===== config.mk =====
export PLATFORM = sky130hd
export DESIGN_NAME = regfile_multiport
export DESIGN_NICKNAME = d
export VERILOG_FILES = /design/src/rtl/regfile_pkg.sv /design/src/rtl/regfile_scoreboard.sv /design/src/rtl/regfile_multiport.sv
export SDC_FILE = /design/constraint.sdc
export NUM_CORES = 1
export LEC_CHECK = 0
export CORE_MARGIN = 1
export CORE_UTILIZATION = 59
export DETAILED_ROUTE_END_ITERATION = 10
export PLACE_DENSITY = 0.74
export RECOVER_POWER = 25
export SYNTH_ARGS = -nofsm -noshare
export SYNTH_HDL_FRONTEND = slang
export SYNTH_HIERARCHICAL = 1
export SYNTH_SLANG_ARGS = --single-unit
export TNS_END_PERCENT = 1

===== constraint.sdc =====
create_clock -name Clock -period 11.2 [get_ports Clock]
set_input_delay 2.24 -clock Clock [delete_from_list [all_inputs] [get_ports Clock]]
set_output_delay 2.24 -clock Clock [all_outputs]
set_load 0.005 [all_outputs]

===== src/rtl/regfile_pkg.sv =====
// Shared types and default sizes for the multiport register file.
package regfile_pkg;

    typedef enum logic {
        IDLE  = 1'b0,
        SWEEP = 1'b1
    } rf_state_e;

    localparam int RF_DATA_W   = 32;
    localparam int RF_DEPTH    = 32;
    localparam int RF_NUM_READ = 2;

endpackage


===== src/rtl/regfile_scoreboard.sv =====
// Per-register pending bits: set by issue, cleared by writeback, flushed on reset/clear.
module regfile_scoreboard #(
    parameter int DEPTH    = 32,
    parameter int NUM_READ = 2,
    parameter int ADDR_W   = $clog2(DEPTH)
) (
    input  logic                       Clock,
    input  logic                       i_flush,
    input  logic                       i_set,
    input  logic [ADDR_W-1:0]          i_set_addr,
    input  logic                       i_clr,
    input  logic [ADDR_W-1:0]          i_clr_addr,
    input  logic [NUM_READ*ADDR_W-1:0] i_lookup_addr,
    output logic [NUM_READ-1:0]        o_busy
);

    logic [DEPTH-1:0] r_busy;

    // Set is applied after clear so a new producer wins over a same-cycle writeback.
    always_ff @(posedge Clock) begin
        if (i_flush) begin
            r_busy <= '0;
        end else begin
            if (i_clr) r_busy[i_clr_addr] <= 1'b0;
            if (i_set) r_busy[i_set_addr] <= 1'b1;
        end
    end

    for (genvar p = 0; p < NUM_READ; p++) begin : g_lookup
        assign o_busy[p] = r_busy[i_lookup_addr[p*ADDR_W +: ADDR_W]];
    end

endmodule


===== src/rtl/regfile_multiport.sv =====
// Parametrised multiport register file with pending bits and a sequenced clear sweep.
// Optional same-cycle write-to-read bypass enabled by defining REGFILE_BYPASS_EN.
module regfile_multiport
    import regfile_pkg::*;
#(
    parameter int DATA_W   = RF_DATA_W,
    parameter int DEPTH    = RF_DEPTH,
    parameter int NUM_READ = RF_NUM_READ,
    parameter int ZERO_REG = 1,
    parameter int ADDR_W   = $clog2(DEPTH)
) (
    input  logic                       Clock,
    input  logic                       Reset,
    input  logic                       Clear,
    output logic                       Ready,
    input  logic [NUM_READ*ADDR_W-1:0] ReadAddr,
    output logic [NUM_READ*DATA_W-1:0] ReadData,
    output logic [NUM_READ-1:0]        ReadBusy,
    input  logic                       RegWrite,
    input  logic [ADDR_W-1:0]          WriteAddr,
    input  logic [DATA_W-1:0]          WriteData,
    input  logic                       Reserve,
    input  logic [ADDR_W-1:0]          ReserveAddr
);

    logic [DATA_W-1:0]   r_mem [DEPTH];
    rf_state_e           r_state;
    logic [ADDR_W-1:0]   r_idx;
    logic                r_ready;

    logic                w_flush;
    logic                w_wr_commit;
    logic                w_rsv;
    logic [NUM_READ-1:0] w_sb_busy;

    assign w_flush     = Reset | (Clear & (r_state == IDLE));
    assign w_wr_commit = RegWrite & r_ready & ~w_flush
                       & ~((ZERO_REG != 0) && (WriteAddr == '0));
    assign w_rsv       = Reserve & r_ready & ~w_flush
                       & ~((ZERO_REG != 0) && (ReserveAddr == '0));
    assign Ready       = r_ready;

    always_ff @(posedge Clock) begin
        if (w_flush) begin
            r_state <= SWEEP;
            r_idx   <= '0;
            r_ready <= 1'b0;
        end else if (r_state == SWEEP) begin
            r_idx <= r_idx + 1'b1;
            if (r_idx == ADDR_W'(DEPTH - 1)) begin
                r_state <= IDLE;
                r_ready <= 1'b1;
            end
        end
    end

    // Contents are never reset directly; the sweep zeroes one entry per cycle.
    always_ff @(posedge Clock) begin
        if (r_state == SWEEP && !Reset) begin
            r_mem[r_idx] <= '0;
        end else if (w_wr_commit) begin
            r_mem[WriteAddr] <= WriteData;
        end
    end

    regfile_scoreboard #(
        .DEPTH    (DEPTH),
        .NUM_READ (NUM_READ),
        .ADDR_W   (ADDR_W)
    ) u_scoreboard (
        .Clock         (Clock),
        .i_flush       (w_flush),
        .i_set         (w_rsv),
        .i_set_addr    (ReserveAddr),
        .i_clr         (w_wr_commit),
        .i_clr_addr    (WriteAddr),
        .i_lookup_addr (ReadAddr),
        .o_busy        (w_sb_busy)
    );

    for (genvar p = 0; p < NUM_READ; p++) begin : g_rd
        logic [ADDR_W-1:0] w_addr;
        logic [DATA_W-1:0] w_data;
        logic              w_busy;

        assign w_addr = ReadAddr[p*ADDR_W +: ADDR_W];

        always_comb begin
            w_data = r_mem[w_addr];
            w_busy = w_sb_busy[p];
`ifdef REGFILE_BYPASS_EN
            if (w_wr_commit && (w_addr == WriteAddr)) begin
                w_data = WriteData;
                w_busy = w_rsv && (ReserveAddr == w_addr);
            end
`endif
            if (!r_ready || ((ZERO_REG != 0) && (w_addr == '0))) begin
                w_data = '0;
                w_busy = 1'b0;
            end
        end

        assign ReadData[p*DATA_W +: DATA_W] = w_data;
        assign ReadBusy[p]                  = w_busy;
    end

endmodule


[Word-level counts from Yosys, hierarchy flattened]
Memories as Yosys holds them, arrays and structs flattened.
Index checks and enable logic that the tools add are counted.
Widths: inputs -> output; s select.
Storage, ports and cells
  bits of input ports: 57
  output and inout bits: 67
  memories kept: 1
  flip-flop bits (word level): 39
  RAM bits: 1024
  logic and storage cells: 66
Memories
  r_mem: words 32, bits a word 32, rd ports 2, clocked after memory_dff 0, write ports 1, RTL line regfile_multiport.sv:26  | logic [DATA_W-1:0] r_mem [DEPTH];
Cells by class
  $add $sub $neg: 1
  reductions and logical operators: 13
  equal/unequal tests: 1
  multiplexer cells: 25
  order comparisons: 6
  bitwise logic cells: 15
Operators with widths (count)
  $mux 32: 6
  $and 32x32->32: 1
  $not 32->32: 1
  $or 32x32->32: 1
  $reduce_or 32->1: 1
  $lt 5x6->1 const B: 4
  $logic_not 5->1: 4
  $mux 1: 14
  $bmux 1 s5: 2
  $demux 1 s5: 2
  $ge 5x1->1 const B: 2
  $and 1x1->1: 7
  $add 5x1->5 const B: 1
  $eq 5x5->1 const B: 1
  $mux 5: 1
  $not 1->1: 4
  $logic_and 1x1->1: 3
  $logic_not 1->1: 2
  $logic_or 1x1->1: 2
  $reduce_and 2->1: 1
  $or 1x1->1: 1

[Depth between registers and ports, before layout]
  depth in word-level cells: 11
  mapped depth: 10
  gate-level depth less buffers: 7

[By module]
Netlist, hierarchy kept.
Modules (own cells, without submodules)
  regfile_multiport: cells each 2563, seq. area each 30889.6 µm², instances 1, area an instance 48516.5 µm²
  regfile_scoreboard: cells each 244, seq. area each 640.6 µm², instances 1, area an instance 1935.6 µm²

[Worst setup path before layout]
Ideal clock, no wire load.
  kind: input port to flip-flop
  from: input port WriteAddr[4]
  to: memory r_mem[28][0] (netlist bit), enable pin
  buffers on the path: 1
  path slack: 5.171 ns
  required time: 10.739 ns
  library setup time: 0.461 ns
  data arrival time: 5.568 ns
  stages: 5
  path through: nor4_2 -> a211o_1 -> buf_4 -> mux2_4 -> nor3_1
Between the ends
  longest elaborated chain between the ends: 8
  elaborated cells on any way between the ends: 9
  those cells by class: mux: 5; bitwise: 2; reduce/logical: 2
Ends and longest elaborated chain
  from (decl): RTL line regfile_multiport.sv:20  | input logic [ADDR_W-1:0] WriteAddr,
  $logic_not 5->1: RTL line regfile_multiport.sv:38  | & ~((ZERO_REG != 0) && (WriteAddr == '0));
  $not 1->1: RTL line regfile_multiport.sv:38
  $and 1x1->1: RTL line regfile_multiport.sv:38
  $mux 1: RTL line regfile_multiport.sv:61  | end else if (w_wr_commit) begin
  $mux 1: RTL line regfile_multiport.sv:59  | if (r_state == SWEEP && !Reset) begin
  $mux 1 (not written as such): RTL line regfile_multiport.sv:62  | r_mem[WriteAddr] <= WriteData;
  $reduce_or 32->1 (no source line)
  $mux 5 (no source line) or $mux 1 (tied branches)
  to (decl): RTL line regfile_multiport.sv:26
Several ways; a longest one is shown, not always the timed one.

[Worst setup path in the final report]
  from: input port ReadAddr[5]
  to: output port ReadData[43]
Between the ends
  longest elaborated chain between the ends: 3
  elaborated cells on any way between the ends: 4
  those cells by class: mux: 1; reduce/logical: 2; memory: 1
Ends and longest elaborated chain
  from (decl): RTL line regfile_multiport.sv:16  | input logic [NUM_READ*ADDR_W-1:0] ReadAddr,
  parallel branches: the longest is 2 deep, another holds $mem_v2 32x32
  $mux 32 (*): RTL line regfile_multiport.sv:97  | if (!r_ready || ((ZERO_REG != 0) && (w_addr == '0))) begin
  to (decl): RTL line regfile_multiport.sv:17  | output logic [NUM_READ*DATA_W-1:0] ReadData,
Mark *: on every way between the ends.

==> flow_metrics.tcl <==
set metrics [dict create \
    grt_max_degree 115 \
    ys.flop_type "edfxtp_1" \
    slowest_stage "buf_4" \
    seq_power_share_pct 51.1 \
    path_buf_inv 3 \
    synth_cell_types 62 \
    power_density_nw_per_um2 150 \
    reg2reg_depth 5 \
    clk_path_buf_depth 3 \
    startpoint_type "input pin" \
    drive_gt1_share_pct 26.3 \
    period_needed_ns 8.47 \
    max_stage_delay_ns 0.77 \
    overflow 0 \
    fin_skew_ns 0.0302 \
    synth_area_sq_um 50500 \
    dpl.hpwl_um 92000 \
    rsz0062_at_grt "false" \
    rows 106 \
    dp.cells 3946 \
    syn-num-nets 2866 \
    io_buffers 123 \
    maxCapViolCount 7 \
    ys_seq_elements 1063 \
    setup_viol 0 \
    finalHoldViolCount 0 \
    worstSkewPairLatency_ns 0.70 \
    p_switching_mw 1.84 \
    post_cts_buffers 0 \
    vias 31000 \
    die_area_sq_um 86700 \
    syn_avg_cell_area_sq_um 18.0 \
    hold_buffers 0 \
    wire_per_inst_um 37.5 \
    final_cell_mix "edfxtp_1 (1024), mux4_2 (414), mux2i_1 (352)" \
    grt_antenna_before_repair 10 \
    cp.required_ns 8.96 \
    drc 0 \
    p_comb_share_pct 5.2 \
    switching_share_pct 21.7 \
    firstDrtPassIters 9 \
    boundaryPins 124 \
    ys_seq_area_share_pct 62.5 \
    fp.dieW_um 294 \
    cts_tree "built" \
    worstMarginPinSlew_ns 2.21 \
    power.leakage_nw 16.0 \
    grt_pass1_vias 31200 \
    fin_nets 2982 \
    drtAntennaViolNets 0 \
    grt_util_all_layers_pct 36.3 \
    finalCritPeriodShare_pct 75.6 \
    ir_drop_v 0.000127 \
    gp_congestion 0.921 \
    violations "capacitance limit, slew limit" \
    intPower_mw 6.65 \
    area_delta_synth_final_pct 12.1 \
    fin_area_sq_um 56500 \
    nFillCells 5538 \
    outcome "finished with violations" \
    clkPwrFrac_pct 43.7 \
    fmax_mhz 118 \
    min_path_type "flip-flop to flip-flop" \
    dpl_cell_area_sq_um 52900 \
    grt_pass1_wl_um 221000 \
    critPathKind "input pin to output pin" \
    initial_core_util_pct 60.0 \
    drt-total-wl_um 155000 \
    vias_per_cell 7.48 \
    cts.sinks 1063 \
    die_h_um 294 \
    ys_top_cells_by_area "edfxtp_1 (61%), mux4_2 (18%), mux2i_1 (7.0%), dfxtp_1 (1.5%), a22oi_1 (1.1%)" \
    max-slew-margin-rel_pct -47.1 \
    arrival_ns 6.23 \
    multiInputGateArea_sq_um 17900 \
    core_area_sq_um 84100 \
    cts_max_level 3 \
    detail_route.iter0.violations 4456 \
    slew_violations 209 \
    register_area_sq_um 31500 \
    syn_inst 2807 \
    synthArstFlopShare_pct 0 \
    final_common_cell "edfxtp_1" \
    holdPathStages 2 \
    path_clk_slew_ns 0.07 \
    synth-edff-count 1024 \
    yosysWarnings 6 \
    synth_top_cell_area_share_pct 60.9 \
    cts-root-buf "clkbuf_16" \
    cp-end-kind "output pin" \
    cts_resized 0 \
    tns_ns 0 \
    path_delay_family "buffers and inverters" \
    yosys.area.top_type "edfxtp_1" \
    final_cells 4150 \
    path_cells "buf_8 -> buf_4 -> mux4_2 -> mux2i_1 -> o221ai_1 -> clkdlybuf4s50_1" \
    cts_buffers 109 \
    cp.depth 6 \
    crit_path_max_fanout 64 \
]
## registers in the layout, indices dropped and copies added (netlist names)
signal	flops
u_scoreboard/r_busy	32
r_state	1
r_idx	5
Ready	1
r_mem	1024
## area by class of cell
| class | instances | share of cell area (%) |
|---|---|---|
| Sequential cell | 1063 | 55.8 |
| Multi-Input combinational cell | 1526 | 31.6 |
| Clock buffer | 131 | 5.01 |
| Timing Repair Buffer | 215 | 3.56 |
| Tap cell | 1134 | 2.51 |
| Clock inverter | 71 | 1.44 |
| Inverter | 8 | 0.0531 |
| Antenna cell | 2 | 0.00885 |
## kinds of logic after synthesis
logic type	share of synthesized area (%)
AND/OR/NAND/NOR	3.88
AO/OA/AOI/OAI	4.54
flip-flops	62.5
XOR/XNOR	0.0347
adder cells (fa/ha/maj)	0.0496
multiplexers	26.6
buffers and inverters	2.44
## Yosys cell counts, types with 4 or more instances
cell / n
a211o_1: 24
a211oi_1: 11
a21oi_1: 72
a22oi_1: 76
a31oi_1: 23
and2_1: 39
and3_1: 4
and3b_1: 4
buf_1: 9
buf_2: 90
buf_4: 25
buf_6: 21
clkbuf_1: 61
dfxtp_1: 39
edfxtp_1: 1024
inv_1: 8
mux2_2: 47
mux2i_1: 352
mux4_2: 414
nand2_1: 117
nand2b_1: 6
nand3_1: 58
nand3b_1: 8
nand4_1: 13
nor2_1: 25
nor2b_1: 21
nor3_1: 43
o21ai_0: 32
o221ai_1: 27
o22a_1: 19
o22ai_1: 31
or2_2: 20
or3_1: 4
## metal layers
layer | share of wire (%) | wire length [um] | track usage [%]
met1 | 35 | 53900 | 48.1
met2 | 47 | 73200 | 56.6
met3 | 13 | 20300 | 9.90
met4 | 5.2 | 8030 | 16.6
met5 | 0.032 | 49 | 0
## final timing paths
check	startpoint	endpoint	slack, ns
worst max register to register	Ready	r_mem[18][11]	6.37
worst min register to register	u_scoreboard/r_busy[1]	u_scoreboard/r_busy[1]	0.50
worst min-delay path	u_scoreboard/r_busy[1]	u_scoreboard/r_busy[1]	0.50
worst max-delay path	ReadAddr[5]	ReadData[43]	2.73
## power by group through the flow
stage	sequential (mW)	combinational (mW)	clock [mW]
final	4.34	0.439	3.71
after global routing	4.34	0.451	3.87
after CTS	4.34	0.433	3.73
after detailed placement	4.42	0.432	0
after global placement	4.42	0.426	0
after floorplan	4.42	0.297	0
## per-stage QoR
stage | setup slack (ns) | hold slack, ns | utilization, % | power [mW]
after floorplan | 5.17 | 0.465 | - | 4.72
after global placement | 2.72 | 0.471 | 62.9 | 4.85
after detailed placement | 2.80 | 0.486 | 62.9 | 4.85
after CTS | 2.79 | 0.495 | 67.3 | 8.50
after global routing | 2.53 | 0.514 | 67.2 | 8.66
final | 2.73 | 0.498 | 67.2 | 8.49
## tightest hold or removal path: stages (launching register included)
cell	delay (ns)
dfxtp_1	0.32
o21ai_0	0.07
a21oi_1	0.06
Note: power is estimated with default switching activity, not from simulation.
==> edit (same flow settings) <==
Add a define of `REGFILE_BYPASS_EN`.
--- a/src/rtl/regfile_multiport.sv
+++ b/src/rtl/regfile_multiport.sv
@@ -1,4 +1,6 @@
 // Parametrised multiport register file with pending bits and a sequenced clear sweep.
 // Optional same-cycle write-to-read bypass enabled by defining REGFILE_BYPASS_EN.
+`define REGFILE_BYPASS_EN
+
 module regfile_multiport
     import regfile_pkg::*;
Function: same outputs for any inputs over 4 cycles, from zero or initial values; that may be too few to reach the edited logic, so the function may still have changed.
==> edit against the unedited design <==
  * The flow still finishes with violations (max-capacitance violations, max-slew violations)
  * First-iteration DRC count grew 16%
  * Total power grew 0.34%
  * Cell area grew 2.4%
  * Final cell count grew 6.9%
  * Sequential cell count is the same
  * Routed wire length grew 7.3%
  * Synthesized area grew 3.6%
  * Sequential share of layout area shrank 1.3 points
  * Setup slack lost 270 ps
  * Critical path type unchanged
  * Largest cell class unchanged
==> edit: results (changes against the unedited design) <==
Clock tree
  – Clock latency at the later pin of the worst-skew pair: 680 ps (-20 ps)
  – Root buffer cell: clkbuf_16
  – Max clock buf depth: 3 (unchanged)
  – CTS Buf Count: 105 (-3.7%)
  – Postcts setup bufs: 0 (unchanged)
  – H-tree depth: 3 (unchanged)

Placement
  – Post-DP HPWL: 88600 um (-3.7%)
  – GPL Wtd Cong: 0.900 (-2.2%)

Drt
  – Met1 wire length: 57500 um (+6.8%)
  – Routed wl met2: 76600 um (+4.6%)
  – Routed WL: 167000 um (+7.3%)
  – DRT Pass-1 Iters: 8 (-1)
  – Vias: 34.3k (+11%)
  – Top sig layer: met4
  – Met3 wire length: 22400 um (+10%)
  – DRT iter0 DRCs: 5179 (+16%)

Power and ir drop
  – Leakage power: 17.2 nW (+7.8%)
  – Power Clock: 3.63 mW (-2%)
  – Sw Share: 21.9% (+0.26 points)
  – Peak supply drop: 0.130 mV (+2.7%)

Global route
  – First-pass GRT wire length: 237000 um (+7.6%)
  – GRT met2 Usage: 57.2% (+0.61 points)
  – Met3 Use GR: 8.57% (-1.3 points)
  – Initial antenna violation count: 1 (-9)
  – Met1 global-route usage: 49.7% (+1.6 points)
  – Gr usage total: 37.1% (+0.78 points)
  – Pin count of the biggest net entering global routing: 100 (-13%)

Cells and area
  – FILL cells: 5825 (+5.2%)
  – Layout net count: 3256 (+9.2%)
  – Largest registers: r_mem: 1024 flops, u_scoreboard/r_busy: 32 flops, r_idx: 5 flops
  – Layout cells sized above 1: 20.4% (-5.9 points)

Logic synthesis
  – Yosys cell types: 78 (+26%)
  – Syn_nets: 3200 (+12%)
  – Commonest cells in the netlist: edfxtp_1 (1024), mux2i_1 (427), mux4_2 (317), nor2_1 (123), clkbuf_1 (100)
  – Main synth FF type: edfxtp_1
  – Seq/Total Area, Yosys: 60.3% (-2.2 points)
  – Async SR Flop Fraction: 0% (unchanged)
  – Synth top area cells: edfxtp_1 (59%), mux4_2 (14%), mux2i_1 (8.2%)

Timing
  – Clk_skew: 37.8 ps (+7.66 ps)
  – Final slew viol count: 82 (-61%)
  – Actual slew at the worst max-slew pin: 3140 ps (+933 ps)

Outcome
  – Outcome: finished, violations left
  – Failing checks: max-capacitance violations, max-slew violations

Job
  – MaxCap Viol Count: 3 (-4)

Worst setup path
  – Worst path max stage delay: 1010 ps (+240 ps)
  – Critical-path top delay cell: nor4_1
  – Critical-path maximum fanout: 57 (-11%)
  – Critical path arrival: 6500 ps (+270 ps)
==> edit: critical path: cells and delay by family <==
| kind | cells | cell delay, ps |
|---|---|---|
| AOI/OAI and AO/OA | 2 | 940 |
| buffers and inverters | 3 | 1730 |
| and+or+nand+nor | 3 | 1480 |
==> edit: cell families (layout without fill, tap and decap cells) <==
kind of cell	Yosys count	in the layout	share of synthesized area, %
and+or+nand+nor	394	394	3.78
muxes	787	787	23.4
adders and majority gates	2	2	0.0479
buffers and inverters	272	413	3.15
DFF	1063	1063	60.3
other	0	1	0
AOI/OAI and AO/OA	601	601	8.92
xor gates and xnor gates	22	22	0.369
==> edit: final cells by class <==
| type | count | area (sq um) | share of cell area, % |
|---|---|---|---|
| flip-flops and latches | 1063 | 31500 | 54.5 |
| multi-input cells | 1806 | 19400 | 33.4 |
| clock buffers | 131 | 2830 | 4.89 |
| repair buffers | 211 | 2000 | 3.46 |
| well taps | 1155 | 1450 | 2.50 |
| clock inverters | 61 | 681 | 1.18 |
| inverters | 10 | 42.5 | 0.0735 |
| diodes | 1 | 2.50 | 0.00432 |
==> edit: final timing paths <==
kind | start | end | slack (ps) | depth (start not counted)
min | u_scoreboard/r_busy[14] | u_scoreboard/r_busy[14] | 500 | 2
min reg2reg | u_scoreboard/r_busy[14] | u_scoreboard/r_busy[14] | 500 | 2
max reg2reg | Ready | r_mem[26][22] | 4560 | 6
max | WriteAddr[2] | ReadData[58] | 2460 | 8
==> edit: per-stage QoR <==
stage	util (%)	setup WS [ps]	area [sq um]	instances	power [mW]
after floorplan	-	5020	52300	3141	4.78
after global placement	62.4	2940	54400	4245	4.95
after detailed placement	62.4	2920	54400	4245	4.96
after CTS	66.4	2920	58000	4437	8.51
after global routing	66.3	2370	57900	4438	8.69
final	66.3	2460	57900	4438	8.52
